$ cat src/rtl/icache_refill.sv
// Fetch-side icache controller: one outstanding IFU fetch, direct-mapped lookup,
// single-word refill from the memory bus on a miss, hit/miss performance counters.
module icache_refill #(
  parameter int unsigned CNT_W = 32
) (
  input  logic             clock,
  input  logic             reset,
  // IFU side
  input  logic             ifu_reqValid,
  output logic             ifu_reqReady,
  input  logic [29:0]      ifu_addr,
  output logic             ifu_respValid,
  output logic [31:0]      ifu_rdata,
  output logic             ifu_respErr,
  // icache side
  output logic             cache_reqValid,
  output logic [29:0]      cache_addr,
  input  logic             cache_is_hit,
  input  logic [31:0]      cache_rdata,
  output logic             cache_wen,
  output logic [31:0]      cache_wdata,
  // memory bus side
  output logic             mem_reqValid,
  input  logic             mem_reqReady,
  output logic [31:0]      mem_addr,
  input  logic             mem_respValid,
  input  logic [31:0]      mem_rdata,
  input  logic             mem_respErr,
  // performance counters
  output logic [CNT_W-1:0] hit_cnt,
  output logic [CNT_W-1:0] miss_cnt
);

  localparam int unsigned AW = 30;
  localparam int unsigned DW = 32;

  typedef enum logic [2:0] {
    IDLE     = 3'd0,
    LOOKUP   = 3'd1,
    MEM_REQ  = 3'd2,
    MEM_WAIT = 3'd3,
    FILL     = 3'd4,
    RESP     = 3'd5
  } state_e;

  state_e           state_q, state_d;
  logic [AW-1:0]    addr_q, addr_d;
  logic [DW-1:0]    data_q, data_d;
  logic             err_q, err_d;
  logic [CNT_W-1:0] hit_cnt_q, hit_cnt_d;
  logic [CNT_W-1:0] miss_cnt_q, miss_cnt_d;

  // Strobes are registered copies of the next-state decode, so they line up with state_q.
  logic             req_ready_q, req_ready_d;
  logic             resp_valid_q, resp_valid_d;
  logic             resp_err_q, resp_err_d;
  logic             cache_req_q, cache_req_d;
  logic             cache_wen_q, cache_wen_d;
  logic             mem_req_q, mem_req_d;

  // Next-state, datapath and strobe decode.
  always_comb begin
    state_d      = state_q;
    addr_d       = addr_q;
    data_d       = data_q;
    err_d        = err_q;
    hit_cnt_d    = hit_cnt_q;
    miss_cnt_d   = miss_cnt_q;

    unique case (state_q)
      IDLE: begin
        if (ifu_reqValid) begin
          addr_d  = ifu_addr;
          state_d = LOOKUP;
        end
      end
      LOOKUP: begin
        if (cache_is_hit) begin
          data_d    = cache_rdata;
          err_d     = 1'b0;
          hit_cnt_d = hit_cnt_q + CNT_W'(1);
          state_d   = RESP;
        end else begin
          miss_cnt_d = miss_cnt_q + CNT_W'(1);
          state_d    = MEM_REQ;
        end
      end
      MEM_REQ: begin
        if (mem_reqReady) begin
          state_d = MEM_WAIT;
        end
      end
      MEM_WAIT: begin
        if (mem_respValid) begin
          if (mem_respErr) begin
            // Error: skip the fill so the line is never written with bad data.
            err_d   = 1'b1;
            state_d = RESP;
          end else begin
            data_d  = mem_rdata;
            err_d   = 1'b0;
            state_d = FILL;
          end
        end
      end
      FILL:    state_d = RESP;
      RESP:    state_d = IDLE;
      default: state_d = IDLE;
    endcase

    req_ready_d  = (state_d == IDLE);
    resp_valid_d = (state_d == RESP);
    resp_err_d   = (state_d == RESP) && err_d;
    cache_req_d  = (state_d == LOOKUP);
    cache_wen_d  = (state_d == FILL);
    mem_req_d    = (state_d == MEM_REQ);
  end

  // State, datapath and strobe registers with synchronous reset.
  always_ff @(posedge clock) begin
    if (reset) begin
      state_q      <= IDLE;
      addr_q       <= '0;
      data_q       <= '0;
      err_q        <= 1'b0;
      hit_cnt_q    <= '0;
      miss_cnt_q   <= '0;
      req_ready_q  <= 1'b1;
      resp_valid_q <= 1'b0;
      resp_err_q   <= 1'b0;
      cache_req_q  <= 1'b0;
      cache_wen_q  <= 1'b0;
      mem_req_q    <= 1'b0;
    end else begin
      state_q      <= state_d;
      addr_q       <= addr_d;
      data_q       <= data_d;
      err_q        <= err_d;
      hit_cnt_q    <= hit_cnt_d;
      miss_cnt_q   <= miss_cnt_d;
      req_ready_q  <= req_ready_d;
      resp_valid_q <= resp_valid_d;
      resp_err_q   <= resp_err_d;
      cache_req_q  <= cache_req_d;
      cache_wen_q  <= cache_wen_d;
      mem_req_q    <= mem_req_d;
    end
  end

  assign ifu_reqReady   = req_ready_q;
  assign ifu_respValid  = resp_valid_q;
  assign ifu_respErr    = resp_err_q;
  assign ifu_rdata      = data_q;
  assign cache_reqValid = cache_req_q;
  assign cache_addr     = addr_q;
  assign cache_wen      = cache_wen_q;
  assign cache_wdata    = data_q;
  assign mem_reqValid   = mem_req_q;
  assign mem_addr       = {addr_q, 2'b00};
  assign hit_cnt        = hit_cnt_q;
  assign miss_cnt       = miss_cnt_q;

endmodule

$ cat config.mk
export PLATFORM = sky130hd
export DESIGN_NAME = icache_refill
export DESIGN_NICKNAME = d
export VERILOG_FILES = /design/src/rtl/icache_refill.sv
export SDC_FILE = /design/constraint.sdc
export NUM_CORES = 1
export LEC_CHECK = 0
export ABC_AREA = 1
export CAP_MARGIN = 30
export CORE_MARGIN = 2
export CORE_UTILIZATION = 40
export CTS_CLUSTER_DIAMETER = 150
export DETAILED_ROUTE_END_ITERATION = 6
export HOLD_SLACK_MARGIN = 0.05
export PLACE_DENSITY = 0.83
export SYNTH_ARGS = -nofsm -noshare
export SYNTH_HDL_FRONTEND = slang
export SYNTH_SLANG_ARGS = --single-unit
$ cat constraint.sdc
create_clock -name clock -period 1.9 [get_ports clock]
set_input_delay 0.19 -clock clock [delete_from_list [all_inputs] [get_ports clock]]
set_output_delay 0.19 -clock clock [all_outputs]
set_load 0.05 [all_outputs]
Word-level counts from Yosys, hierarchy flattened:

Index checks and enable logic that the tools add are counted.

* register bits: 136
* bits in latches: 0
* RAM bits: 0
* bits in read-only memories: 0
* bits of input ports: 101
* output and inout bits: 196
* logic and storage cells: 48
* memories: 0

* add/sub/neg operators: 2
* $mul: 0
* divide/modulo/power cells: 0
* order comparisons: 0
* equal/unequal tests: 11
* shifts and indexed selects: 0
* mux-type cells: 14
* bitwise operators: 1
* reductions and logical operators: 8

Operator list (number)
* $mux 32: 3
* $add 32x1->32 const B: 2
* $pmux 32 s2: 1
* $pmux 3 s5: 1
* $mux 3: 4
* $eq 3x2->1 const B: 3
* $eq 3x3->1 const B: 3
* $eq 3x1->1 const B: 2
* $logic_not 3->1: 2
* $ne 2x2->1 const B: 3
* $reduce_and 2->1: 3
* $mux 1: 4
* $reduce_and 4->1: 1
* $pmux 1 s2: 1
* $reduce_bool 2->1: 1
* $logic_and 1x1->1: 1
* $not 1->1: 1

Longest topological paths before layout:

Gate-level depths: netlist (run 1).

* depth in word-level cells: 5
* gate-level depth with buffers: 9
* gate-level depth less buffers: 9

Worst setup path before layout (run 1):

No wires, ideal clock.

* path type: flip-flop to flip-flop
* from: reg hit_cnt_q[1] (netlist: hit_cnt[1])
* to: reg hit_cnt_q[28] (netlist: hit_cnt[28])
* library setup time: 110 ps
* data arrival time: 1757 ps
* required time: 1790 ps
* slack: 33 ps
* cell stages (with the launch flop): 9
* buffers on the path: 0
* clock period less this slack: 1867 ps
* cell sequence: dfxtp_1 > ha_1 > nand3_1 > nor2_1 > nand3_1 > nor2_1 > nand3_1 > nand2_1 > nor2_1

* cells in the longest elaborated chain, start to end: 1

RTL lines
* start, declared: line 50 `logic [CNT_W-1:0] hit_cnt_q, hit_cnt_d;`
* start signal, assigned: line 139 `hit_cnt_q <= hit_cnt_d;`
* $add 32x1->32: line 81 `hit_cnt_d = hit_cnt_q + CNT_W'(1);`

No other way between the ends.
A chain may end at the register's enable or synchronous reset.

Worst setup path after layout (run 1):

* from: reg addr_q[8] (netlist: cache_addr[8])
* to: out mem_addr[10]

RTL lines
* start, declared: line 47 `logic [AW-1:0] addr_q, addr_d;`
* start signal, assigned: line 136 `addr_q <= addr_d;`
* end, declared: line 25 `output logic [31:0] mem_addr,`

No word-level cell between the ends.

==> results of run 1 <==
## worst paths after layout
kind	from	end	cells after the start
max	cache_addr[8]	mem_addr[10]	1
min	reset	state_q[1]	4
max reg2reg	state_q[0]	miss_cnt[12]	8
min reg2reg	hit_cnt[8]	hit_cnt[8]	2
## cell usage after synthesis (all sizes together), types with 3 or more instances
cell      n
clkbuf   26
dfxtp   136
nand4    19
nor3     20
nand3    88
inv     100
o21bai    3
xnor2     4
buf      75
o21ai    20
a21oi    87
nor2    137
nand2   355
## through the flow
step,hold WS (ns),util (%)
after CTS,0.161,60.1
after detailed placement,0.460,56.6
after global routing,0.189,60.5
after floorplan,0.358,-
after global placement,0.449,56.6
final,0.176,60.5
## logic make-up (layout without fill, tap and decap cells)
family	Yosys count	after routing	synth area share [%]
AND/OR/NAND/NOR	624	624	37.4
XOR/XNOR	4	4	0.502
flip-flops	136	136	39.0
AO/OA/AOI/OAI	111	111	8.10
adder cells (fa/ha/maj)	2	2	0.358
other	1	2	0.0537
buffers and inverters	202	448	14.5
## power by group through the flow
stage	clock network, mW	logic (mW)	registers, mW
finish	3.49	2.51	3.15
detailed placement	0	2.51	3.21
floorplan	0	1.19	3.71
global placement	0	2.49	3.21
global route	3.67	2.64	3.17
CTS	3.54	2.52	3.15
## routing by layer
metal,up-vias,wire [µm],track usage [%]
li1,3811,-,-
met1,3449,8990,26.8
met2,285,11700,43.6
met3,40,1880,6.97
met4,0,906,11.9
met5,-,0,0
## registers in the layout (all words and copies together), names as in the netlist
signal and count:
ifu_respErr 1, cache_wen 1, ifu_respValid 1, err_q 1
state_q 3, ifu_reqReady 1, cache_addr 30, mem_reqValid 1
cache_wdata 32, miss_cnt 32, cache_reqValid 1, hit_cnt 32
## cell type report
cell class	count	area, µm²	area share [%]
Clock buffer	18	439	4.23
Clock inverter	13	179	1.72
Inverter	101	379	3.65
Multi-Input combinational cell	743	3270	31.5
Sequential cell	136	2720	26.2
Tap cell	225	282	2.71
Timing Repair Buffer	316	3120	30.0
## what timing repair did
action | in CTS | in global routing
gates resized for setup | 9 | 21
setup endpoints to repair | 9 | 22
hold buffers | 0 | 0
==> flow_metrics.py, run 1 <==
metrics = {
    "critical_path": {
        "crit_family": "buffers and inverters",
        "crit_type": "reg -> out",
        "critical-path-max-stage-delay_ns": 0.90,
        "end_kind": "primary output",
        "rrSetupSlack_ns": 0.18,
        "path_cells": "clkdlybuf4s50_1",
        "cp.buffers_inverters": 1,
        "cp_max_fo": 3,
        "cp.arrival_ns": 1.68,
        "worstSetupStartpointType": "flip-flop",
        "worstPathRequired_ns": 1.71,
        "slowest_stage": "clkdlybuf4s50_1",
    },
    "placed_design": {
        "placed_area_um2": 9720,
        "dpl.hpwl_mm": 17.4,
        "pre_cts_ws_ns": 0.0838,
        "routabilityCongestion": 0.884,
        "io_buffers": 294,
        "placed_cells": 1521,
    },
    "final_layout": {
        "syn_to_final_growth_pct": 48.8,
        "nNetsFinal": 1418,
        "stdcell_area_um2": 10400,
        "fillCellCount": 1541,
        "layout-drive-gt1-share_pct": 7.01,
        "num_antenna_cells": 0,
        "stdcell_count": 1552,
        "layout_commonest_cell": "nand2_1",
        "mostFrequentLayoutCells": "nand2_1 (354), clkdlybuf4s50_1 (252), dfxtp_1 (136)",
    },
    "power": {
        "netSwitchingPower_mw": 3.07,
        "internal-power_mw": 6.08,
        "seqPwrFrac_pct": 34.4,
        "peakVddDrop_uv": 637,
        "powerDensity_nw_per_um2": 881,
        "clock_power_share_pct": 38.1,
        "netSwitchingFraction_pct": 33.5,
        "power_frac_comb_pct": 27.5,
        "leakagePower_nw": 4.38,
        "p_total_mw": 9.15,
    },
    "floorplan": {
        "die_w_um": 136,
        "num_io_pins": 297,
        "die_area_um2": 18500,
        "rows": 48,
        "start_util_pct": 40.7,
        "fp.dieH_um": 136,
        "coreArea_um2": 17200,
    },
    "drt": {
        "postRouteAntennaNets": 0,
        "drcViolationCount": 0,
        "viasPerCell": 4.89,
        "vias": 7585,
        "first_pass_iters": 6,
        "wl_per_cell_um": 15.1,
        "drt_wl_total_mm": 23.5,
        "drt_iter0_markers": 479,
    },
    "clock_network": {
        "numCtsBuffers": 17,
        "cts_tree": "done",
        "cts_buffer_depth": 2,
        "htree_levels": 4,
        "clkLatencyLatePin_ns": 0.42,
        "post_cts_buffers": 0,
        "cts_root_buf": "clkbuf_16",
        "numClockSinks": 136,
        "path_clk_slew_ns": 0.06,
    },
    "sta": {
        "setup_ws_ns": 0.0268,
        "finalHoldViolations": 0,
        "min_period_ns": 1.87,
        "min_period_over_period_pct": 98.6,
        "clock_skew_ns": 0.00958,
        "relSlewSlack_pct": 59.0,
        "drv_slew": 0,
        "rsz0062_at_grt": "false",
        "setup_viol": 0,
        "timing.fmax_mhz": 534,
        "tightest_slew_ns": 0.613,
        "finalSetupTns_ns": 0,
    },
    "synth": {
        "synthTopCellsByArea": "dfxtp_1 (39%), nand2_1 (19%), buf_4 (7.2%)",
        "syn_area_um2": 6980,
        "synth_top_area_share_pct": 39.0,
        "syn_avg_cell_area_um2": 6.47,
        "ys_seq_area_share_pct": 39.0,
        "synthFlopType": "dfxtp_1",
        "netlist_instances": 1080,
        "yosys.area.top_type": "dfxtp_1",
        "ys_ff_latch": 136,
        "synth_warnings": 0,
        "synth-edff-count": 0,
        "async_flop_share_pct": 0,
        "ys_types": 28,
    },
    "grt": {
        "grt_max_degree": 82,
        "grt_pass1_wl_mm": 35.7,
        "antenna_found_initial": 0,
        "grt_remaining_overflow": 0,
        "first_global_vias": 6975,
        "grt_usage_pct": 24.6,
    },
    "status": {
        "status": "completed",
    },
    "min_path": {
        "hp-class": "in -> reg",
    },
    "job": {
        "maxCapViolCount": 0,
    },
}
Power figures use the tool's default switching activity.
==> run 2: changes to the inputs <==
Settings changed: SETUP_SLACK_MARGIN set to 0.3.
==> flow_metrics.py, run 2 (same netlist as run 1, synthesis figures left out) <==
metrics = {
    "critical_path": {
        "cp-endpoint": "cache_addr[2]",
        "r2r-start": "state_q[0]",
        "worstSetupStartpoint": "cache_addr[2]",
        "r2r-end": "cache_wdata[15]",
        "crit_cells": 1,
        "path_cells": "dlygate4sd2_1",
        "critical-path-max-stage-delay_ns": 0.56,
        "cp.arrival_ns": 1.38,
        "end_kind": "primary output",
        "crit_family": "buffers and inverters",
        "cp_max_fo": 3,
        "rrSetupSlack_ns": 0.36,
        "slowest_stage": "dlygate4sd2_1",
        "worstSetupStartpointType": "flip-flop",
        "cp.buffers_inverters": 1,
        "worstPathRequired_ns": 1.71,
        "r2r_cells": 9,
        "crit_type": "reg -> out",
    },
    "sta": {
        "tightest_slew_ns": 0.580,
        "min_period_over_period_pct": 82.4,
        "timing.fmax_mhz": 639,
        "setup_viol": 0,
        "finalSetupTns_ns": 0,
        "min_period_ns": 1.57,
        "rsz0062_at_grt": "true",
        "drv_slew": 0,
        "finalHoldViolations": 0,
        "relSlewSlack_pct": 61.5,
        "clock_skew_ns": 0.0100,
    },
    "floorplan": {
        "fp.dieH_um": 136,
        "rows": 48,
        "die_area_um2": 18500,
        "num_io_pins": 297,
        "start_util_pct": 40.7,
        "coreArea_um2": 17200,
        "die_w_um": 136,
    },
    "grt": {
        "antenna_found_initial": 1,
        "first_global_vias": 7001,
        "grt_remaining_overflow": 0,
        "grt_pass1_wl_mm": 35.6,
        "grt_max_degree": 82,
        "grt_usage_pct": 24.6,
    },
    "status": {
        "status": "completed",
    },
    "clock_network": {
        "ctsHoldBuffers": 0,
        "cts_tree": "done",
        "cts_buffer_depth": 2,
        "numClockSinks": 136,
        "cts_root_buf": "clkbuf_16",
        "clkLatencyLatePin_ns": 0.42,
        "path_clk_slew_ns": 0.07,
        "htree_levels": 4,
        "numCtsBuffers": 17,
    },
    "drt": {
        "drt_iter0_markers": 391,
        "wl_per_cell_um": 15.4,
        "viasPerCell": 4.94,
        "drt_wl_total_mm": 24.1,
        "vias": 7716,
        "postRouteAntennaNets": 0,
        "drcViolationCount": 0,
        "first_pass_iters": 7,
    },
    "final_layout": {
        "mostFrequentLayoutCells": "nand2_1 (350), dlygate4sd2_1 (150), dfxtp_1 (113)",
        "layout_commonest_cell": "nand2_1",
        "nNetsFinal": 1425,
        "syn_to_final_growth_pct": 50.5,
        "layout-drive-gt1-share_pct": 12.7,
    },
    "power": {
        "peakVddDrop_uv": 715,
        "p_total_mw": 9.15,
        "leakagePower_nw": 4.82,
        "powerDensity_nw_per_um2": 871,
    },
    "placed_design": {
        "routabilityCongestion": 0.876,
        "io_buffers": 294,
        "dpl.hpwl_mm": 17.3,
    },
    "job": {
        "maxCapViolCount": 0,
    },
    "min_path": {
        "hp-class": "in -> reg",
    },
}
[run 2: how the worst min path moves through the flow]
stage	start	slack, ns	end	cells after the start
2_1_floorplan	ifu_addr[0]	0.36	cache_addr[0]	2
3_3_place_gp	miss_cnt[8]	0.44	miss_cnt[8]	2
3_5_place_dp	hit_cnt[8]	0.45	hit_cnt[8]	2
4_1_cts	reset	0.28	miss_cnt[26]	3
5_1_grt	reset	0.30	hit_cnt[7]	3
6_report	reset	0.31	miss_cnt[26]	3
[run 2: what timing repair did]
action,4_1_cts,5_1_grt
gates cloned,0,4
setup buffers,0,5
pin swaps,0,10
setup endpoints to repair,235,107
resized for setup,202,97
[run 2: routing by layer]
layer	global-route usage, %	wire length, µm
met4	11.6	801
met1	27.5	9150
met2	43.8	12100
met3	6.04	2010
met5	0	0
[run 2: power by group]
part,internal (mW),switching [mW]
logic,0.762,1.72
clock network,2.20,1.33
registers,3.02,0.125
total,5.98,3.17
[run 2: cell type report]
class | count | area (µm²)
well taps | 225 | 282
fillers | 1600 | 6670
clock inverters | 14 | 200
multi-input cells | 744 | 3470
inverters | 101 | 379
diodes | 1 | 2.50
flip-flops and latches | 136 | 2770
clock buffers | 18 | 429
repair buffers | 322 | 2980
[run 2: through the flow]
stage	hold WS [ns]	utilization [%]	cells	cell area, µm²	setup slack [ns]
2_1_floorplan	0.358	-	1081	7020	0.306
3_3_place_gp	0.438	56.8	1519	9760	0.124
3_5_place_dp	0.446	56.8	1519	9760	0.0652
4_1_cts	0.283	59.5	1551	10200	0.265
5_1_grt	0.305	61.2	1561	10500	0.252
6_report	0.306	61.2	1561	10500	0.335
